**src/rtl/alu_pkg.sv**
```systemverilog
`default_nettype none
// +------------------------------------------------------------------+
// | alu_pkg : opcodes, FSM states and default width for alu_seq      |
// | rev 1.0                                                          |
// +------------------------------------------------------------------+
package alu_pkg;

   localparam int ALU_WIDTH = 32;

   // Opcodes shared with the ALU decoder
   localparam logic [2:0] ADD_ALU = 3'b000;
   localparam logic [2:0] SUB_ALU = 3'b001;
   localparam logic [2:0] AND_ALU = 3'b010;
   localparam logic [2:0] OR_ALU  = 3'b011;
   localparam logic [2:0] XOR_ALU = 3'b100;
   localparam logic [2:0] SLT_ALU = 3'b101;
   localparam logic [2:0] SHL_ALU = 3'b110;
   localparam logic [2:0] SHR_ALU = 3'b111;

   typedef enum logic [1:0] {
      ST_IDLE  = 2'b00,
      ST_SHIFT = 2'b01,
      ST_DONE  = 2'b10
   } alu_state_t;

   function automatic logic is_shift_op(input logic [2:0] op);
      return (op == SHL_ALU) || (op == SHR_ALU);
   endfunction

endpackage
`default_nettype wire

```
**src/rtl/alu_core.sv**
```systemverilog
`default_nettype none
// +------------------------------------------------------------------+
// | alu_core : combinational single-cycle ADD/SUB/AND/OR/XOR/SLT     |
// | rev 1.0                                                          |
// +------------------------------------------------------------------+
module alu_core
   import alu_pkg::*;
#(
   parameter int WIDTH = ALU_WIDTH
) (
   input  logic [2:0]       ctrl_i,
   input  logic [WIDTH-1:0] a_i,
   input  logic [WIDTH-1:0] b_i,
   output logic [WIDTH-1:0] y_o
);

   always_comb begin
      y_o = '0;
      unique case (ctrl_i)
         ADD_ALU: y_o = a_i + b_i;
         SUB_ALU: y_o = a_i - b_i;
         AND_ALU: y_o = a_i & b_i;
         OR_ALU:  y_o = a_i | b_i;
         XOR_ALU: y_o = a_i ^ b_i;
         SLT_ALU: y_o = {{(WIDTH-1){1'b0}}, ($signed(a_i) < $signed(b_i))};
         default: y_o = '0;   // shifts are handled by the sequencer
      endcase
   end

endmodule
`default_nettype wire

```
**src/rtl/alu_seq.sv**
```systemverilog
`default_nettype none
// +------------------------------------------------------------------+
// | alu_seq : registered ALU with start/busy/done, bit-serial shifts |
// | rev 1.0                                                          |
// +------------------------------------------------------------------+
module alu_seq
   import alu_pkg::*;
#(
   parameter int WIDTH = ALU_WIDTH,
   parameter int SHW   = $clog2(WIDTH)
) (
   input  logic             clk,
   input  logic             rst,
   input  logic             start,
   input  logic [2:0]       alu_control,
   input  logic [WIDTH-1:0] src_a,
   input  logic [WIDTH-1:0] src_b,
   output logic             busy,
   output logic             done,
   output logic [WIDTH-1:0] result,
   output logic             zero
);

   alu_state_t       state_q, state_d;
   logic [2:0]       op_q, op_d;
   logic [WIDTH-1:0] acc_q, acc_d;
   logic [SHW-1:0]   cnt_q, cnt_d;
   logic [WIDTH-1:0] result_q, result_d;
   logic             zero_q, zero_d;

   logic [WIDTH-1:0] core_y;
   logic [WIDTH-1:0] acc_shift;
   logic [SHW-1:0]   shamt;

   alu_core #(
      .WIDTH (WIDTH)
   ) u_core (
      .ctrl_i (alu_control),
      .a_i    (src_a),
      .b_i    (src_b),
      .y_o    (core_y)
   );

   assign shamt     = src_b[SHW-1:0];
   assign acc_shift = (op_q == SHL_ALU) ? {acc_q[WIDTH-2:0], 1'b0}
                                        : {1'b0, acc_q[WIDTH-1:1]};

   always_ff @(posedge clk or posedge rst) begin
      if (rst) begin
         state_q  <= ST_IDLE;
         op_q     <= ADD_ALU;
         acc_q    <= '0;
         cnt_q    <= '0;
         result_q <= '0;
         zero_q   <= 1'b1;
      end else begin
         state_q  <= state_d;
         op_q     <= op_d;
         acc_q    <= acc_d;
         cnt_q    <= cnt_d;
         result_q <= result_d;
         zero_q   <= zero_d;
      end
   end

   always_comb begin
      state_d  = state_q;
      op_d     = op_q;
      acc_d    = acc_q;
      cnt_d    = cnt_q;
      result_d = result_q;
      unique case (state_q)
         ST_IDLE: begin
            if (start) begin
               op_d = alu_control;
               if (!is_shift_op(alu_control)) begin
                  result_d = core_y;
                  state_d  = ST_DONE;
               end else if (shamt == '0) begin
                  result_d = src_a;
                  state_d  = ST_DONE;
               end else begin
                  acc_d   = src_a;
                  cnt_d   = shamt;
                  state_d = ST_SHIFT;
               end
            end
         end
         ST_SHIFT: begin
            acc_d = acc_shift;
            cnt_d = cnt_q - SHW'(1);
            if (cnt_q == SHW'(1)) begin
               result_d = acc_shift;
               state_d  = ST_DONE;
            end
         end
         ST_DONE: state_d = ST_IDLE;
         default: state_d = ST_IDLE;
      endcase
      // result_d equals result_q except on the edge entering DONE
      zero_d = (result_d == '0);
   end

   assign busy   = (state_q != ST_IDLE);
   assign done   = (state_q == ST_DONE);
   assign result = result_q;
   assign zero   = zero_q;

endmodule
`default_nettype wire
```
**config.mk**
```make
export PLATFORM = sky130hd
export DESIGN_NAME = alu_seq
export DESIGN_NICKNAME = d
export VERILOG_FILES = /design/src/rtl/alu_pkg.sv /design/src/rtl/alu_core.sv /design/src/rtl/alu_seq.sv
export SDC_FILE = /design/constraint.sdc
export NUM_CORES = 1
export LEC_CHECK = 0
export CORE_ASPECT_RATIO = 0.75
export CORE_MARGIN = 2
export CORE_UTILIZATION = 39
export CTS_CLUSTER_SIZE = 8
export DETAILED_ROUTE_END_ITERATION = 6
export PLACE_DENSITY = 0.68
export SYNTH_ARGS = -nofsm -noshare
export SYNTH_HDL_FRONTEND = slang
export SYNTH_HIERARCHICAL = 1
export SYNTH_SLANG_ARGS = --single-unit
```
**constraint.sdc**
```tcl
create_clock -name clk -period 2.45 [get_ports clk]
set_input_delay 0.6125 -clock clk [delete_from_list [all_inputs] [get_ports clk]]
set_output_delay 0.6125 -clock clk [all_outputs]
set_load 0.01 [all_outputs]
```
==> impl_metrics.ini <==
[run_status]
status = complete, but fails checks
violations = negative setup slack

[sta]
fin_skew_ns = 0.00709
setup_viol = 69
worst_slack_ns = -1.51
fmax_ghz = 0.253
finalMaxSlewViolations = 0
worstMarginPinSlew_ns = 0.659
finalHoldViolCount = 0
rsz0062_at_grt = true
min_period_ns = 3.96
fin_crit_sh = 1.62
timing.slew.headroom = 0.561
hold_ws_ns = 0.505

[cells_and_area]
finalNonFillerCells = 2212
area_delta_synth_final_pct = 77.0
n_fill_cell = 1807
diodes = 0
nNetsFinal = 2045
drive_gt1_frac = 0.511

[yosys]
synth_area_um2 = 10100
synth_edf_count = 0
yosysSeqAreaShare = 0.187
synth-seq-cells = 75
async_flop_share = 1.00
avgSynthCellArea_um2 = 7.58
synthCells = 1327
synthesis.nets = 1502
yosysWarnings = 6
synth_flop_cell = dfrtp_1
synthDistinctLibCells = 84

[critical_path]
crit_cells = 20
cpMostUsedCell = buf_8
critPathCapture = zero
crit_chain = buf_8, buf_8, inv_12, ha_4, fa_2, or2_4, buf_12, a2111oi_4, o31a_1, a2bb2oi_2, buf_4, xnor2_2, a21oi_1, o32a_1, o22ai_2, o21ai_1, o211ai_1, nor4_2, and4bb_1, and4_1
cpPeakStageDelay_ns = 0.39
critical-path-top-delay-family = compound AO/OA/AOI/OAI gates
required_ns = 2.73
cp_max_fo = 2
crit_buf_inv = 5
worst_r2r_path_depth = 8
crit_type = input pin to flip-flop
crit_path_start_kind = input pin
end_kind = flip-flop
reg2reg_from = op_q[0]
r2r_end = zero
startpoint = src_a[0]
crit_slowest_cell = fa_2
r2r_slack_ns = -0.18
cp_data_arrival_time_ns = 4.24

[routing]
drc = 0
wire_per_inst_um = 22.8
initialDrtViolationCount = 1674
dr.pass1.iters = 6
ant_nets = 0
drt-total-wl_mm = 50.3
vias = 13600
vias_per_cell = 6.14

[placement]
numPortBuffers = 104
dp.cells = 2086
place_congestion = 1.05
dpl.hpwl_mm = 34.9

[global_routing]
groute.usage.overall = 0.352
grt_pass1_wl_mm = 74.1
antenna_found_initial = 0
overflow = 0
grt_max_degree = 67
top_usage_layer = met2
grtUsageMet3 = 0.0954
use_met2 = 0.522
grt_pass1_vias = 13000
grt_use_met1 = 0.497

[clock_tree]
clk_pin_slew_ns = 0.06
cts_num_sinks = 75
cts_root_buf = clkbuf_16
cts_buffers = 9
htreeDepth = 3
clk_latency_ns = 0.34
postCtsHoldBufs = 0
cts_tree = done
clockBufferDepth = 2

[power]
p_per_area_nw_per_um2 = 600
vdd_drop_max_mv = 0.568
p_leak_nw = 8.11

[floorplan]
die_w_um = 189
initial_utilization = 0.400
core_area_um2 = 25100
die_h_um = 143
rows = 50
ios = 105
dieArea_um2 = 27100

[flow_run]
drv_cap = 0

[min_path]
hold_path.class = flip-flop to flip-flop
==> worst min-delay path by stage <==
| stage | start | endpoint | slack, ns | cells after the start |
|---|---|---|---|---|
| final | op_q[0] | op_q[0] | 0.50 | 2 |
| after detailed placement | op_q[0] | op_q[0] | 0.49 | 2 |
| after global routing | op_q[0] | op_q[0] | 0.54 | 2 |
| after floorplan | op_q[0] | op_q[0] | 0.45 | 2 |
| after CTS | op_q[0] | op_q[0] | 0.50 | 2 |
| after global placement | op_q[0] | op_q[0] | 0.48 | 2 |
==> metrics by stage <==
step	worst slack, ns	total power [W]	utilization	instance area, um2	TNS, ns
6_report	-1.51	0.0107	0.708	17800	-30.22
5_1_grt	-1.57	0.0111	0.708	17800	-33.55
3_5_place_dp	-2.31	0.00786	0.582	14600	-82.35
2_1_floorplan	-1.10	0.00521	-	10400	-19.55
3_3_place_gp	-2.29	0.00772	0.582	14600	-79.90
4_1_cts	-1.47	0.00993	0.678	17100	-23.46
==> cell families after synthesis <==
family	count (synthesis)	synth area share
muxes	69	0.0727
AOI/OAI and AO/OA	482	0.320
adders and majority gates	105	0.132
buffers and inverters	202	0.0902
and+or+nand+nor	377	0.183
xor gates and xnor gates	17	0.0148
DFF	75	0.187
==> Yosys cell counts (4+ instances only) <==
master | n | area [um2]
o2bb2ai_1 | 9 | 78.8
nand2_1 | 118 | 443
or2_2 | 25 | 156
a31oi_1 | 17 | 106
o32a_1 | 8 | 80.1
a32oi_1 | 5 | 43.8
and4bb_1 | 4 | 50.1
inv_1 | 103 | 387
dfrtp_1 | 74 | 1850
buf_4 | 5 | 37.5
a211oi_2 | 4 | 50.1
o211ai_1 | 39 | 293
o21ai_1 | 9 | 45.0
nor4_1 | 17 | 106
clkbuf_8 | 6 | 82.6
o22ai_1 | 20 | 125
xnor2_1 | 15 | 131
or3_1 | 4 | 25.0
o31ai_1 | 13 | 97.6
a211oi_1 | 38 | 285
buf_2 | 17 | 85.1
o21ai_0 | 121 | 606
mux2_2 | 24 | 270
a21oi_1 | 100 | 500
nand4_1 | 5 | 31.3
o21bai_1 | 6 | 45.0
and2_1 | 5 | 31.3
o21a_1 | 26 | 195
nor2b_1 | 12 | 75.1
clkbuf_1 | 61 | 229
nor3_1 | 21 | 105
nand2b_1 | 9 | 56.3
o211a_1 | 4 | 40.0
ha_1 | 103 | 1290
mux2i_1 | 37 | 370
a21o_1 | 12 | 90.1
o31a_1 | 5 | 43.8
nand3_1 | 56 | 280
buf_6 | 5 | 56.3
nor2_1 | 80 | 300
mux2_1 | 8 | 90.1
o221ai_1 | 12 | 105
==> where the power goes <==
group	internal [W]	switching (W)	leakage (nW)
sequential	0.00181	0.000638	0.936
combinational	0.00346	0.00342	7.03
clock	0.000808	0.000542	0.148
==> worst min-delay path, delay by kind of cell (launching register included) <==
family / cells / cell delay [ns]
DFF: 1 / 0.36
and+or+nand+nor: 2 / 0.11
==> routing by layer <==
metal,share of wire,up-vias
li1,-,5921
met1,0.41,6442
met2,0.42,1017
met3,0.13,198
met4,0.036,0
met5,0,-
==> flip-flops by register name (all words and copies together) (netlist names) <==
register and count:
acc_q 32, cnt_q 5, op_q 3, result 32
state_q 2, zero 1
==> repair_timing <==
item | in CTS | in global routing
setup endpoints to repair | 71 | 69
gates resized for setup | 464 | 172
cloned | 5 | 0
setup buffers | 87 | 45
pin swaps | 191 | 174
==> cell usage in the layout, fill, tap and decap left out, drive strengths merged, types with 42 or more instances in the layout <==
cell and instances:
nand3 56, a211oi 42, o21ai 130, a21oi 102, ha 103, nand2 118, inv 102, dfrtp 74
nor2 81, clkdlybuf4s50 53, buf 545
==> area by class of cell <==
type	instances	area, um2	share of cell area
inverters	104	442	0.0248
multi-input cells	1050	9240	0.519
repair buffers	630	5520	0.310
clock buffers	10	239	0.0134
flip-flops and latches	75	1880	0.106
clock inverters	5	53.8	0.00302
well taps	338	423	0.0238
(Power assumes the default switching activity.)
